File: src/rtl/mmio_io_pkg.sv
// Shared constants for the MMIO I/O responder: address map, handshake
// state encoding and the hex-to-7-segment glyph table.
package mmio_io_pkg;

   localparam logic [23:0] IO_BASE     = 24'hFFFFFC;
   localparam logic [7:0]  OFF_LED     = 8'h60;
   localparam logic [7:0]  OFF_SEG     = 8'h64;
   localparam logic [7:0]  OFF_SW_WAIT = 8'h70;
   localparam logic [7:0]  OFF_SW_NOW  = 8'h74;

   typedef enum logic [1:0] {
      ST_IDLE         = 2'd0,
      ST_WAIT_PRESS   = 2'd1,
      ST_WAIT_RELEASE = 2'd2,
      ST_DONE         = 2'd3
   } sw_state_e;

   // Segment order a..g in bits 7..1, dp (bit 0) never lit. Entry 0 is last.
   localparam logic [15:0][7:0] SEG_LUT = {
      8'h8E, 8'h9E, 8'h7A, 8'h9C,   // F E d C
      8'h3E, 8'hEE, 8'hF6, 8'hFE,   // b A 9 8
      8'hE0, 8'hBE, 8'hB6, 8'h66,   // 7 6 5 4
      8'hF2, 8'hDA, 8'h60, 8'hFC    // 3 2 1 0
   };

endpackage

File: src/rtl/mmio_io_responder_btn_debounce.sv
// Confirm-button conditioning: two-flop synchroniser followed by a
// consecutive-sample debouncer. The level flips only after DEBOUNCE_CYCLES
// synchronised samples in a row disagree with it.
module btn_debounce #(
   parameter int DEBOUNCE_CYCLES = 20000
) (
   input  logic clk,
   input  logic rst_n,
   input  logic btn_i,
   output logic level_o
);

   localparam int             CW       = $clog2(DEBOUNCE_CYCLES);
   localparam logic [CW-1:0]  CNT_LOAD = CW'(DEBOUNCE_CYCLES - 1);

   logic          sync1_q, sync2_q;
   logic          level_q, level_d;
   logic [CW-1:0] cnt_q, cnt_d;

   // Bring the raw button into the clock domain.
   always_ff @(posedge clk or negedge rst_n) begin
      if (!rst_n) begin
         sync1_q <= 1'b0;
         sync2_q <= 1'b0;
      end else begin
         sync1_q <= btn_i;
         sync2_q <= sync1_q;
      end
   end

   // Down-count disagreeing samples; terminal count flips the level.
   always_comb begin
      level_d = level_q;
      cnt_d   = CNT_LOAD;
      if (sync2_q != level_q) begin
         if (cnt_q == '0) begin
            level_d = ~level_q;
         end else begin
            cnt_d = cnt_q - 1'b1;
         end
      end
   end

   // Debounce state register.
   always_ff @(posedge clk or negedge rst_n) begin
      if (!rst_n) begin
         level_q <= 1'b0;
         cnt_q   <= CNT_LOAD;
      end else begin
         level_q <= level_d;
         cnt_q   <= cnt_d;
      end
   end

   assign level_o = level_q;

endmodule

File: src/rtl/mmio_io_responder.sv
// MMIO target for MEM-stage I/O accesses: LED and SEG registers, immediate
// and button-confirmed switch reads, and the multiplexed 8-digit display.
//
// state           | meaning
// ----------------+------------------------------------------------------
// ST_IDLE         | no switch handshake in progress
// ST_WAIT_PRESS   | core stalled, waiting for debounced press
// ST_WAIT_RELEASE | switches latched, waiting for debounced release
// ST_DONE         | one cycle: stall released, latched value on io_rdata
module mmio_io_responder
   import mmio_io_pkg::*;
#(
   parameter int DEBOUNCE_CYCLES = 20000,
   parameter int SCAN_CYCLES     = 100000
) (
   input  logic        clk,
   input  logic        rst,
   input  logic        io_read,
   input  logic        io_write,
   input  logic [31:0] io_addr,
   input  logic [31:0] io_wdata,
   output logic [31:0] io_rdata,
   output logic        io_stall,
   input  logic [15:0] switch,
   input  logic        confirm_btn,
   output logic [15:0] led,
   output logic [7:0]  seg_out,
   output logic [7:0]  tub_sel
);

   localparam int            SW        = $clog2(SCAN_CYCLES + 1);
   localparam logic [SW-1:0] SCAN_LAST = SW'(SCAN_CYCLES - 1);

   logic            mapped, rd_only, sw_req, wr_led, wr_seg;
   logic [7:0]      off;
   logic            btn_level;
   logic [15:0]     led_q;
   logic [31:0]     seg_q;
   sw_state_e       state_q, state_d;
   logic [15:0]     latch_q, latch_d;
   logic [SW-1:0]   scan_cnt_q;
   logic [2:0]      scan_idx_q;
   logic [3:0]      digit;

   assign off     = io_addr[7:0];
   assign mapped  = (io_addr[31:8] == IO_BASE);
   // A simultaneous read+write is a write only.
   assign rd_only = io_read & ~io_write & mapped;
   assign sw_req  = rd_only & (off == OFF_SW_WAIT);
   assign wr_led  = io_write & mapped & (off == OFF_LED);
   assign wr_seg  = io_write & mapped & (off == OFF_SEG);

   btn_debounce #(
      .DEBOUNCE_CYCLES(DEBOUNCE_CYCLES)
   ) u_btn (
      .clk     (clk),
      .rst_n   (rst),
      .btn_i   (confirm_btn),
      .level_o (btn_level)
   );

   // Writable registers commit on the edge where io_write is high.
   always_ff @(posedge clk or negedge rst) begin
      if (!rst) begin
         led_q <= '0;
         seg_q <= '0;
      end else begin
         if (wr_led) led_q <= io_wdata[15:0];
         if (wr_seg) seg_q <= io_wdata;
      end
   end

   // Switch handshake next state; dropping the request abandons the latch.
   always_comb begin
      state_d = state_q;
      latch_d = latch_q;
      unique case (state_q)
         ST_IDLE: begin
            if (sw_req) state_d = ST_WAIT_PRESS;
         end
         ST_WAIT_PRESS: begin
            if (!sw_req) begin
               state_d = ST_IDLE;
               latch_d = '0;
            end else if (btn_level) begin
               latch_d = switch;
               state_d = ST_WAIT_RELEASE;
            end
         end
         ST_WAIT_RELEASE: begin
            if (!sw_req) begin
               state_d = ST_IDLE;
               latch_d = '0;
            end else if (!btn_level) begin
               state_d = ST_DONE;
            end
         end
         ST_DONE: begin
            state_d = ST_IDLE;
         end
         default: begin
            state_d = ST_IDLE;
         end
      endcase
   end

   // Handshake state register.
   always_ff @(posedge clk or negedge rst) begin
      if (!rst) begin
         state_q <= ST_IDLE;
         latch_q <= '0;
      end else begin
         state_q <= state_d;
         latch_q <= latch_d;
      end
   end

   // Read mux and stall; both gated by reset so they drop asynchronously.
   always_comb begin
      io_rdata = '0;
      io_stall = rst & sw_req & (state_q != ST_DONE);
      if (rst && rd_only) begin
         unique case (off)
            OFF_LED:     io_rdata = {16'h0000, led_q};
            OFF_SEG:     io_rdata = seg_q;
            OFF_SW_NOW:  io_rdata = {16'h0000, switch};
            OFF_SW_WAIT: io_rdata = (state_q == ST_DONE) ? {16'h0000, latch_q} : 32'h0;
            default:     io_rdata = '0;
         endcase
      end
   end

   // Display scan: dwell SCAN_CYCLES clocks per digit, then advance mod 8.
   always_ff @(posedge clk or negedge rst) begin
      if (!rst) begin
         scan_cnt_q <= '0;
         scan_idx_q <= '0;
      end else if (scan_cnt_q == SCAN_LAST) begin
         scan_cnt_q <= '0;
         scan_idx_q <= scan_idx_q + 3'd1;
      end else begin
         scan_cnt_q <= scan_cnt_q + 1'b1;
      end
   end

   assign digit   = seg_q[{scan_idx_q, 2'b00} +: 4];
   assign seg_out = SEG_LUT[digit];
   assign tub_sel = 8'h01 << scan_idx_q;
   assign led     = led_q;

endmodule

File: config.mk
export PLATFORM = sky130hd
export DESIGN_NAME = mmio_io_responder
export DESIGN_NICKNAME = d
export VERILOG_FILES = /design/src/rtl/mmio_io_pkg.sv /design/src/rtl/mmio_io_responder_btn_debounce.sv /design/src/rtl/mmio_io_responder.sv
export SDC_FILE = /design/constraint.sdc
export NUM_CORES = 1
export LEC_CHECK = 0
export CAP_MARGIN = 20
export CORE_MARGIN = 10
export CORE_UTILIZATION = 45
export CTS_CLUSTER_DIAMETER = 120
export DETAILED_ROUTE_END_ITERATION = 10
export GPL_TIMING_DRIVEN = 0
export PLACE_DENSITY = 0.75
export SYNTH_ARGS = -nofsm -noshare
export SYNTH_HDL_FRONTEND = slang
export SYNTH_SLANG_ARGS = --single-unit
export TNS_END_PERCENT = 20
File: constraint.sdc
create_clock -name clk -period 5.8 [get_ports clk]
set_input_delay 0.58 -clock clk [delete_from_list [all_inputs] [get_ports clk]]
set_output_delay 0.58 -clock clk [all_outputs]
set_load 0.02 [all_outputs]
==> metrics.md <==
| Metric | Value |
|---|---|
| Worst-path clk slew | `70 ps` |
| Detail Placement HPWL | `12300 um` |
| Largest net degree at the start of global routing | `63` |
| Seq pwr share | `about half` |
| First-pass GRT wire length | `about 25000 um` |
| CTS Buf Count | `9` |
| Period utilisation layout | `72.9%` |
| Combinational power share | `7.3%` |
| DR pass1 iterations | `6` |
| CP Data Required Time | `approximately 5200 ps` |
| Number of synthesized flops with an enable pin | `0` |
| Met1 GRT Util | `slightly above 20%` |
| Finished Core Util | `63.4%` |
| Die width | `132 um` |
| Setup Fix Bufs, Post-CTS | `0` |
| Boundary pin count | `150` |
| Final worst slack | `1570 ps` |
| Power Dens Cells | `190 mW/mm^2` |
| Buffers on Ports | `148` |
| Startpoint types | `input pin` |
| Syn_nets | `approximately 600` |
| Outcome | `finished, final reports clean` |
| Net Sw Frac | `21.4%` |
| Max Fanout on Critical Path | `10` |
| CTS resizes | `0` |
| Most Crowded Layer GR | `met2` |
| CTS root buffer | `clkbuf_16` |
| Placer Congestion | `0.857` |
| Number of hold buffers added after CTS | `0` |
| Nets | `roughly 760` |
| Final worst path period need | `between 4000 and 5000 ps` |
| # H-tree levels | `3` |
| Area growth syn-to-layout | `35.7%` |
| Setup-failing EPs final | `0` |
| Lkg Pwr | `between 3 and 4 nW` |
| Clock Tree Buf Depth | `2` |
| Total number of vias | `4526` |
| Number of core rows | `40` |
| Mapped Area | `0.00568 mm^2` |
| Asr flop ratio synth | `100%` |
| Initial core utilization | `46.7%` |
| Crit path capture type | `primary output` |
| Post-route antenna net violation count | `0` |
| Pwr Total | `0.00146 W` |
| Synth Area per Inst | `11.4 um^2` |
| CP Class | `input pin to primary output` |
| Die Y | `132 um` |
| Int Pwr | `0.00115 W` |
| Fin. max-slew vios | `0` |
| Final Skew | `6.58 ps` |
| CTS tree | `done` |
| Peak Freq | `approximately 240 MHz` |
| Initial antenna violation count | `2` |
| Post-synth top flop | `dfrtp_1` |
| Data arrival, critical path | `3650 ps` |
| Clk sinks | `104` |
| Distinct cells, synth | `51` |
| GR Util met3 | `7.13%` |
| Starting DRC count in detailed routing | `270` |
| Routed len/inst | `approximately 19 um` |
| Sw power | `0.000313 W` |
| GRT overflow | `0` |
| Worst path slowest cell | `clkdlybuf4s50_1` |
| Cell Chain, Critical Path | `clkdlybuf4s50_1, buf_4, nor2b_1, or4b_1, nor2_1, buf_4, a22oi_1, nor2_1, clkdlybuf4s50_1` |
| Sequential share of the synthesized area | `46.0%` |
| Fin. Hold Viols | `0` |
| Place WS | `1620 ps` |
| Total of warnings raised by yosys | `0` |
| Setup TNS | `0 ps` |
| Maximum VDD drop | `around 0.15 mV` |
| Clock network fraction of design power | `42.8%` |
| Slowest stage delay, CP | `just over 600 ps` |
| Core area | `between 0.01 and 0.015 mm^2` |
| Measured slew at the worst slew-check pin | `739 ps` |
| Final WL | `between 15000 and 20000 um` |
| Max Cap Viol | `0` |
| Max-Slew Margin vs Limit | `between 50% and 60%` |
| Unrepaired setup endpoints after global routing | `false` |
| Number of remaining DRC errors | `0` |
| Mapped Cells | `497` |
| GRT met2 Usage | `29.7%` |
| Fraction of layout cells with a size suffix above 1 | `17.1%` |
| HP Class | `input pin to asynchronous set/reset pin` |
| Total track usage | `between 10% and 20%` |
| Vias in the first global route | `4880` |
| Worst-Skew Late Latency | `350 ps` |
| Die area | `0.0175 mm^2` |
| Post-synthesis register bit count | `104` |
| DR vias/cell | `5.45` |
-- per-layer routing --
layer | wire length, um | part of all wire [%]
met5 | 17 | 0.11
met4 | 295 | 1.9
met3 | 1290 | 8.1
met2 | 7850 | 50
met1 | 6380 | 40
-- power groups by stage --
stage          combinational, W  sequential, W  clock [W]
3_5_place_dp           0.000107       0.000745          0
6_report               0.000106       0.000731   0.000627
2_1_floorplan         0.0000224       0.000744          0
5_1_grt                0.000116       0.000731   0.000669
3_3_place_gp           0.000102       0.000745          0
4_1_cts                0.000108       0.000731   0.000638
-- final timing paths --
path,cells after the start,slack [ps],from,end
min in group clk,0,360,u_btn.sync1_q,u_btn.sync2_q
worst max register to register,7,3450,u_btn.cnt_q[0],u_btn.cnt_q[7]
max in group asynchronous,2,4850,rst,u_btn.cnt_q[0]
worst min register to register,0,360,u_btn.sync1_q,u_btn.sync2_q
worst max-delay path,9,1570,io_addr[4],io_rdata[9]
worst min-delay path,1,250,rst,u_btn.cnt_q[12]
-- cells by family (layout without fill, tap and decap cells) --
kind of cell    count (synthesis)  count (layout)  share of synthesized area, %
mux                            80              80                          19.0
compound gates                 64              64                          7.93
flops                         104             104                          46.0
simple gates                  171             171                          16.3
fa+ha+maj                      16              16                          3.48
xor+xnor                       27              27                          4.16
buf+inv                        34             199                          3.08
other cells                     1               2                        0.0660
-- sequential cells by signal, summed over array words and instances (netlist names) --
register       count
seg_q             32
scan_cnt_q        17
latch_q           16
led               16
u_btn.cnt_q       15
scan_idx_q         3
state_q            2
u_btn.level_o      1
u_btn.sync1_q      1
u_btn.sync2_q      1
-- cells in the mapped netlist, drive strengths merged, types with 2 or more instances --
master | number | area, um^2
dfrtp | 95 | 2380
or4b | 3 | 33.8
mux2 | 51 | 687
xor2 | 11 | 96.3
o31ai | 2 | 28.8
and3 | 4 | 25.0
dfstp | 9 | 236
mux4 | 8 | 180
ha | 15 | 188
or3 | 3 | 28.8
a21oi | 6 | 30.0
nor2 | 46 | 173
nand4bb | 2 | 22.5
clkbuf | 8 | 30.0
or2 | 2 | 12.5
a22oi | 18 | 135
and2 | 22 | 140
nand4 | 9 | 56.3
nor3 | 6 | 40.0
nor2b | 8 | 50.1
nor4 | 5 | 43.8
nand2 | 37 | 139
inv | 12 | 45.0
xnor2 | 16 | 140
nand3 | 15 | 80.1
o21ai | 20 | 100
a22o | 17 | 149
buf | 13 | 96.3
or4 | 4 | 40.0
mux2i | 21 | 210
-- area by class of cell --
class / instances / area, um^2
antenna: 1 / 2.50
buffer: 21 / 126
clock buffer: 12 / 256
clock inverter: 4 / 51.3
fill: 961 / 4460
inverter: 13 / 48.8
multi-input combinational: 359 / 2890
sequential: 104 / 2610
tap: 168 / 210
timing repair buffer: 149 / 1510
-- worst max-delay path: cells and delay by family --
family / cells / cell delay, ps
AND/OR/NAND/NOR: 4 / 1350
AO/OA/AOI/OAI: 1 / 100
buffers and inverters: 4 / 1610
-- cells in the final DEF (no fill, tap or decap), types with 2 or more instances in the layout --
| cell type | n |
|---|---|
| buf_6 | 4 |
| a21oi_1 | 6 |
| a22oi_1 | 18 |
| nor4_2 | 2 |
| a22o_1 | 17 |
| clkbuf_1 | 9 |
| nor2_1 | 46 |
| or3_4 | 2 |
| ha_1 | 15 |
| nor2b_1 | 8 |
| clkbuf_16 | 9 |
| buf_4 | 4 |
| clkbuf_8 | 2 |
| or4_4 | 2 |
| dfrtp_1 | 95 |
| mux2_2 | 21 |
| nand4_1 | 9 |
| and3_1 | 4 |
| nor4_1 | 3 |
| or4_2 | 2 |
| xnor2_1 | 16 |
| o21ai_0 | 20 |
| nand2_1 | 37 |
| clkdlybuf4s50_1 | 147 |
| nor3_2 | 2 |
| nand3_1 | 14 |
| or2_2 | 2 |
| xor2_1 | 11 |
| dfstp_2 | 9 |
| and2_1 | 21 |
| mux2i_1 | 21 |
| nor3_1 | 4 |
| buf_2 | 5 |
| inv_1 | 12 |
| nand4bb_1 | 2 |
| mux2_4 | 30 |
| or4b_1 | 2 |
| mux4_2 | 8 |
-- metrics by stage --
stage | hold WS [ps] | instance area [um^2] | std cells
floorplan | 284 | 5680 | 497
global placement | 345 | 7370 | 813
detailed placement | 339 | 7390 | 814
CTS | 260 | 7700 | 830
global route | 285 | 7700 | 831
finish | 245 | 7700 | 831
(Power assumes the default switching activity.)
